==> src/rtl/data_mem_ctrl.sv <==
// Word-addressed data memory with byte-lane writes, registered read port,
// request/ready handshake, hardware clear sweep and a debug tap on the low words.
module data_mem_ctrl #(
   parameter int unsigned DATA_WIDTH = 32,
   parameter int unsigned ADDR_WIDTH = 32,
   parameter int unsigned DEPTH      = 64,
   parameter int unsigned DBG_WORDS  = 8,
   parameter int unsigned DBG_BITS   = 4
) (
   input  logic                            clock,
   input  logic                            reset,
   input  logic                            mreq,
   input  logic                            mwr,
   input  logic                            moe,
   input  logic [ADDR_WIDTH-1:0]           ma,
   input  logic [DATA_WIDTH-1:0]           mwd,
   input  logic [DATA_WIDTH/8-1:0]         mbe,
   input  logic                            clear,
   output logic                            mready,
   output logic [DATA_WIDTH-1:0]           mrd,
   output logic                            mvalid,
   output logic                            merr,
   output logic                            clear_busy,
   output logic [DBG_WORDS*DBG_BITS-1:0]   dbg
);

   localparam int unsigned IDX_W = $clog2(DEPTH);
   localparam int unsigned LANES = DATA_WIDTH / 8;
   localparam logic [ADDR_WIDTH-1:0] DEPTH_A = ADDR_WIDTH'(DEPTH);
   localparam logic [IDX_W-1:0]      LAST    = IDX_W'(DEPTH - 1);

   typedef enum logic {CLEAR, READY} state_t;

   state_t                  state;
   logic [IDX_W-1:0]        cidx;
   logic [DATA_WIDTH-1:0]   mem [DEPTH];
   logic [ADDR_WIDTH-1:0]   widx;
   logic [IDX_W-1:0]        idx;
   logic                    in_range;
   logic                    accept;

   // Range test uses the full shifted address so high address bits cannot alias.
   always_comb begin
      widx       = ma >> 2;
      in_range   = widx < DEPTH_A;
      idx        = widx[IDX_W-1:0];
      mready     = (state == READY) && !clear;
      clear_busy = (state == CLEAR);
      accept     = mreq && mready;
   end

   always_ff @(posedge clock or negedge reset) begin
      if (!reset) begin
         state  <= CLEAR;
         cidx   <= '0;
         mrd    <= '0;
         mvalid <= 1'b0;
         merr   <= 1'b0;
      end else begin
         mvalid <= 1'b0;
         merr   <= 1'b0;
         case (state)
            CLEAR: begin
               if (clear) begin
                  cidx <= '0;
               end else if (cidx == LAST) begin
                  state <= READY;
                  cidx  <= '0;
               end else begin
                  cidx <= cidx + 1'b1;
               end
            end
            READY: begin
               if (clear) begin
                  state <= CLEAR;
                  cidx  <= '0;
               end else if (accept) begin
                  merr <= !in_range;
                  if (!mwr) begin
                     mvalid <= 1'b1;
                     mrd    <= (in_range && moe) ? mem[idx] : '0;
                  end
               end
            end
            default: begin
               state <= CLEAR;
               cidx  <= '0;
            end
         endcase
      end
   end

   // Array has no reset; the sweep zeroes it one word per cycle instead.
   always_ff @(posedge clock) begin
      if (state == CLEAR) begin
         mem[cidx] <= '0;
      end else if (accept && mwr && in_range) begin
         for (int unsigned k = 0; k < LANES; k++) begin
            if (mbe[k]) mem[idx][8*k +: 8] <= mwd[8*k +: 8];
         end
      end
   end

   for (genvar g = 0; g < DBG_WORDS; g++) begin : g_dbg
      assign dbg[g*DBG_BITS +: DBG_BITS] = mem[g][DBG_BITS-1:0];
   end

endmodule

==> config.mk <==
export PLATFORM = sky130hd
export DESIGN_NAME = data_mem_ctrl
export DESIGN_NICKNAME = d
export VERILOG_FILES = /design/src/rtl/data_mem_ctrl.sv
export SDC_FILE = /design/constraint.sdc
export NUM_CORES = 2
export LEC_CHECK = 0
export CAP_MARGIN = 10
export CORE_ASPECT_RATIO = 1.25
export CORE_MARGIN = 4
export CORE_UTILIZATION = 56
export DETAILED_ROUTE_END_ITERATION = 8
export GPL_TIMING_DRIVEN = 0
export PLACE_DENSITY = 0.76
export SETUP_SLACK_MARGIN = 0.1
export SYNTH_ARGS = -nofsm -noshare
export SYNTH_HDL_FRONTEND = slang
export SYNTH_SLANG_ARGS = --single-unit
==> constraint.sdc <==
create_clock -name clock -period 3.4 [get_ports clock]
set_clock_uncertainty 0.2 [all_clocks]
set_input_delay 0.68 -clock clock [delete_from_list [all_inputs] [get_ports clock]]
set_output_delay 0.68 -clock clock [all_outputs]
set_load 0.03 [all_outputs]
==> results <==
- The adder-cell area share of the yosys netlist is 0.0153%.
- The count of synthesis-stage warnings from yosys is 0.
- The via count of the routed design is 47,910.
- The iteration count of the initial detailed-routing pass is 6.
- The total DRC errors in the routed layout is 0.
- No sink is reached through more buffers than the 3 on the longest clock path.
- The synthesized area is 81,800 µm².
- After synthesis, the share of flip-flops with an asynchronous set or reset is 1.96%.
- The weighted congestion reported at the end of routability-driven placement is 0.988.
- The relative slew slack is 11.2%.
- By area, the combinational part of the netlist is dominated by multiplexers.
- The standard cell with the maximum stage delay on the critical path is sky130_fd_sc_hd__a31oi_1.
- The global-route usage over all layers is 35.1%.
- For this design, the sink count on the clock tree is 2,089.
- The synthesized netlist contains 61 unique library cells.
- Of the post-synthesis cell area, the part taken by muxes is 15.1%.
- The number of flip-flops and latches in the synthesized netlist is 2,089.
- The sum of buffers and inverters on the critical path is 5.
- The synthesis-to-layout area growth is 19.1%.
- The minimum period implied by the final worst setup slack is 3.82 ns.
- During placement, the flow inserted port buffers numbering 136.
- Synthesis produced a netlist whose cell count is 4,101.
- TritonCTS built the clock tree.
- Broken down by cell family, the worst path's largest delay share belongs to buffers and inverters.
- After the last flow step, the layout net total stands at 4,681.
- The sequential share of the synthesized area is 76.5%.
- The element type at the critical path end is a register.
- The critical path goes through buf_6, buf_6, buf_6, buf_2, buf_2, mux2i_1, a22oi_1, a31oi_1, o21ai_0, o21ai_0, nand2_1.
- Measured on the finished design, the core utilization comes to 67.2%.
- The most common cell after layout, fill and taps aside is sky130_fd_sc_hd__edfxtp_1.
- In the final routed layout, each cell accounts on average for 41.7 µm.
- After detailed routing, the total wire length is 278,000 µm.
- After clock tree synthesis, the clock-pin slew on the worst setup and hold paths is 0.07 ns.
- The complex-gate fraction of the synthesized area is 3.20%.
- In this run the core area contains 156 standard-cell rows.
- For this design the static power due to leakage is 0.0302 µW.
- The final hold violation count is 0.
- The met1 global-route usage is 42.2%.
- Global routing finished with a remaining overflow of 0.
- Setup repair after global routing could not meet its margin everywhere.
- The die covers 152,000 µm².
- The tree is rooted in a sky130_fd_sc_hd__clkbuf_16.
- The critical path is of the input pin to register type.
- In this run, the number of DRC markers left after iteration 0 of detailed routing was 8,839.
- Adding up every negative setup slack in the final design gives -34.02 ns.
- The floorplan step defined a core boundary enclosing 145,000 µm².
- Counting every net in the synthesized netlist gives 4,176.
- The number of global-route vias before repair is 45,443.
- After Yosys synthesis, XOR and XNOR cells account for 0.0321% of the synthesized area.
- Dividing the synthesized area by the synthesized cell count gives 19.9 µm².
- In this run the remaining antenna-violating nets after routing total 0.
- The clock tree synthesis step divided the H-tree into 4 levels.
- The number of CTS-inserted buffers is 186.
- The dominant synthesized flop cell is sky130_fd_sc_hd__edfxtp_1.
- The number of enable-type register cells in the synthesized netlist is 2,048.
- In the layout the commonest cells are sky130_fd_sc_hd__edfxtp_1, sky130_fd_sc_hd__mux4_2, sky130_fd_sc_hd__mux2i_1, sky130_fd_sc_hd__nor2_4, sky130_fd_sc_hd__a22oi_1.
- In this run the worst hold path is classified as input pin to register.
- The maximum cell stage delay along the critical path is 0.85 ns.
- The top-level I/O count is 142.
- The layer flagged by global routing as most heavily used is met2.
- In this run the power density over the cells is 532 nW/µm².
- The worst setup path is launched from an input pin.
- The met2 track utilization from global routing is 52.4%.
- The floorplan step set the die height to 435 µm.
- The run finished, with violations left.
- The data arrival at the endpoint of the critical path is 4.36 ns.
- The clock reaches the later pin of the worst-skew pair after 0.86 ns.
- Summed over all nets, the half-perimeter wirelength after detailed placement is 178,000 µm.
- Setup violations remaining at the end of the flow were counted as 392.
- The most repeated library cell on the critical path is sky130_fd_sc_hd__buf_6.
- Counting tap cells, the placed design contains a total of 6,151 instances.
- The post-layout instance count excluding filler cells is 6,668.
- The number of antenna violations at the first check in global routing was 16.
- After Yosys synthesis, and, or, nand and nor cells account for 3.32% of the synthesized area.
- The first global-routing pass estimated 361,000 µm of wire.
- Of all nets on the critical path, the largest fanout is 10.
- The highest ir drop seen on vdd is 0.497 mV.
- STA puts the critical path data required time at 3.93 ns.
- The final-report max-slew violation count is 0.
- The worst path uses 112% of the clock period.
- For the pin with the worst max-slew slack, the measured transition is 1.33 ns.
- Across the run, the number of max-cap violations was 0.
- Entering global routing, the biggest net connects 65 pins.
- Timing would allow up to 0.262 GHz.
- After detailed routing, the number of vias per cell comes to 7.19.
- The met3 demand-to-capacity share in global routing is 12.4%.
- The final setup slack of the worst path is -0.423 ns.
- Before CTS, the worst setup slack after placement is -2.91 ns.
- The proportion of layout cells with a drive suffix above 1 is 30.4%.
- The final reports fail on negative setup slack.
- The initial core utilization is 56.5%.
- Measured along the x axis, the die boundary spans 350 µm.
## metrics by stage
step | instance area, µm² | power [µW] | hold slack, ns
2_1_floorplan | 81800 | 29700 | 0.184
3_3_place_gp | 85500 | 30700 | 0.359
3_5_place_dp | 85900 | 30800 | 0.345
4_1_cts | 94300 | 51300 | 0.130
5_1_grt | 97400 | 52800 | 0.0544
6_report | 97400 | 51800 | 0.0543
## power breakdown
group / total, µW / leakage (µW) / internal (µW) / switching [µW]
registers: 28000 / 0.0179 / 28000 / 43.1
logic: 2510 / 0.00929 / 766 / 1750
clock network: 21200 / 0.00293 / 11600 / 9670
total: 51800 / 0.0302 / 40300 / 11500
## cell type report
cell class	instances	area, µm²
clock buffer	225	4870
sequential	2089	62500
fill	8692	47400
antenna	10	25.0
tap	1896	2370
timing repair buffer	312	4220
multi-input combinational	1743	20400
clock inverter	119	1150
buffer	271	1850
inverter	3	11.3
## timing repair
action | in CTS | in global routing
buffers inserted | 67 | 71
endpoints found under the setup margin | 4128 | 3913
gates cloned | 0 | 5
resized for setup | 433 | 391
endpoints found under the hold margin | 41 | 0
hold buffers | 1 | 0
pin swaps | 52 | 73
## cells by family after synthesis
group                      count (synthesis)
muxes                                    750
DFF                                     2089
buffers and inverters                    274
and+or+nand+nor                          611
AOI/OAI and AO/OA                        373
xor gates and xnor gates                   3
adders and majority gates                  1
## sequential cells by signal, summed over array words and instances, names as in the netlist
| register | flops |
|---|---|
| mem | 2048 |
| mrd | 32 |
| cidx | 6 |
| merr | 1 |
| mvalid | 1 |
| state | 1 |
## Yosys cell counts (all sizes together) (12+ instances only)
library cell     n  area [µm²]
nor2           288        1090
clkbuf         105         394
a31oi           20         125
mux4           385        8670
o21ai           22         118
a221oi          12         105
and2            36         225
a21oi           59         295
buf            166        1130
mux2i          359        3590
dfrtp           41        1030
edfxtp        2048       61500
nand2          164         661
nand3           62         310
a22oi          187        1400
nor3            13        65.1
o211ai          37         278
## final timing paths
kind,startpoint,to,slack (ns),cells after the start
setup reg to reg,state,mem[8][7],-0.07,8
min in group asynchronous,reset,merr,0.17,2
hold / removal,clear,cidx[4],0.05,2
max in group asynchronous,reset,state,2.24,3
setup / recovery,ma[2],mrd[28],-0.42,11
hold reg to reg,mrd[26],mrd[26],0.39,2
## layer usage
| metal | vias to the layer above | wire (µm) |
|---|---|---|
| met5 | - | 141 |
| met4 | 14 | 29000 |
| met3 | 1281 | 43500 |
| met2 | 4843 | 124000 |
| met1 | 23985 | 81400 |
| li1 | 17787 | - |
No activity file was read; power rests on OpenSTA's default activity.
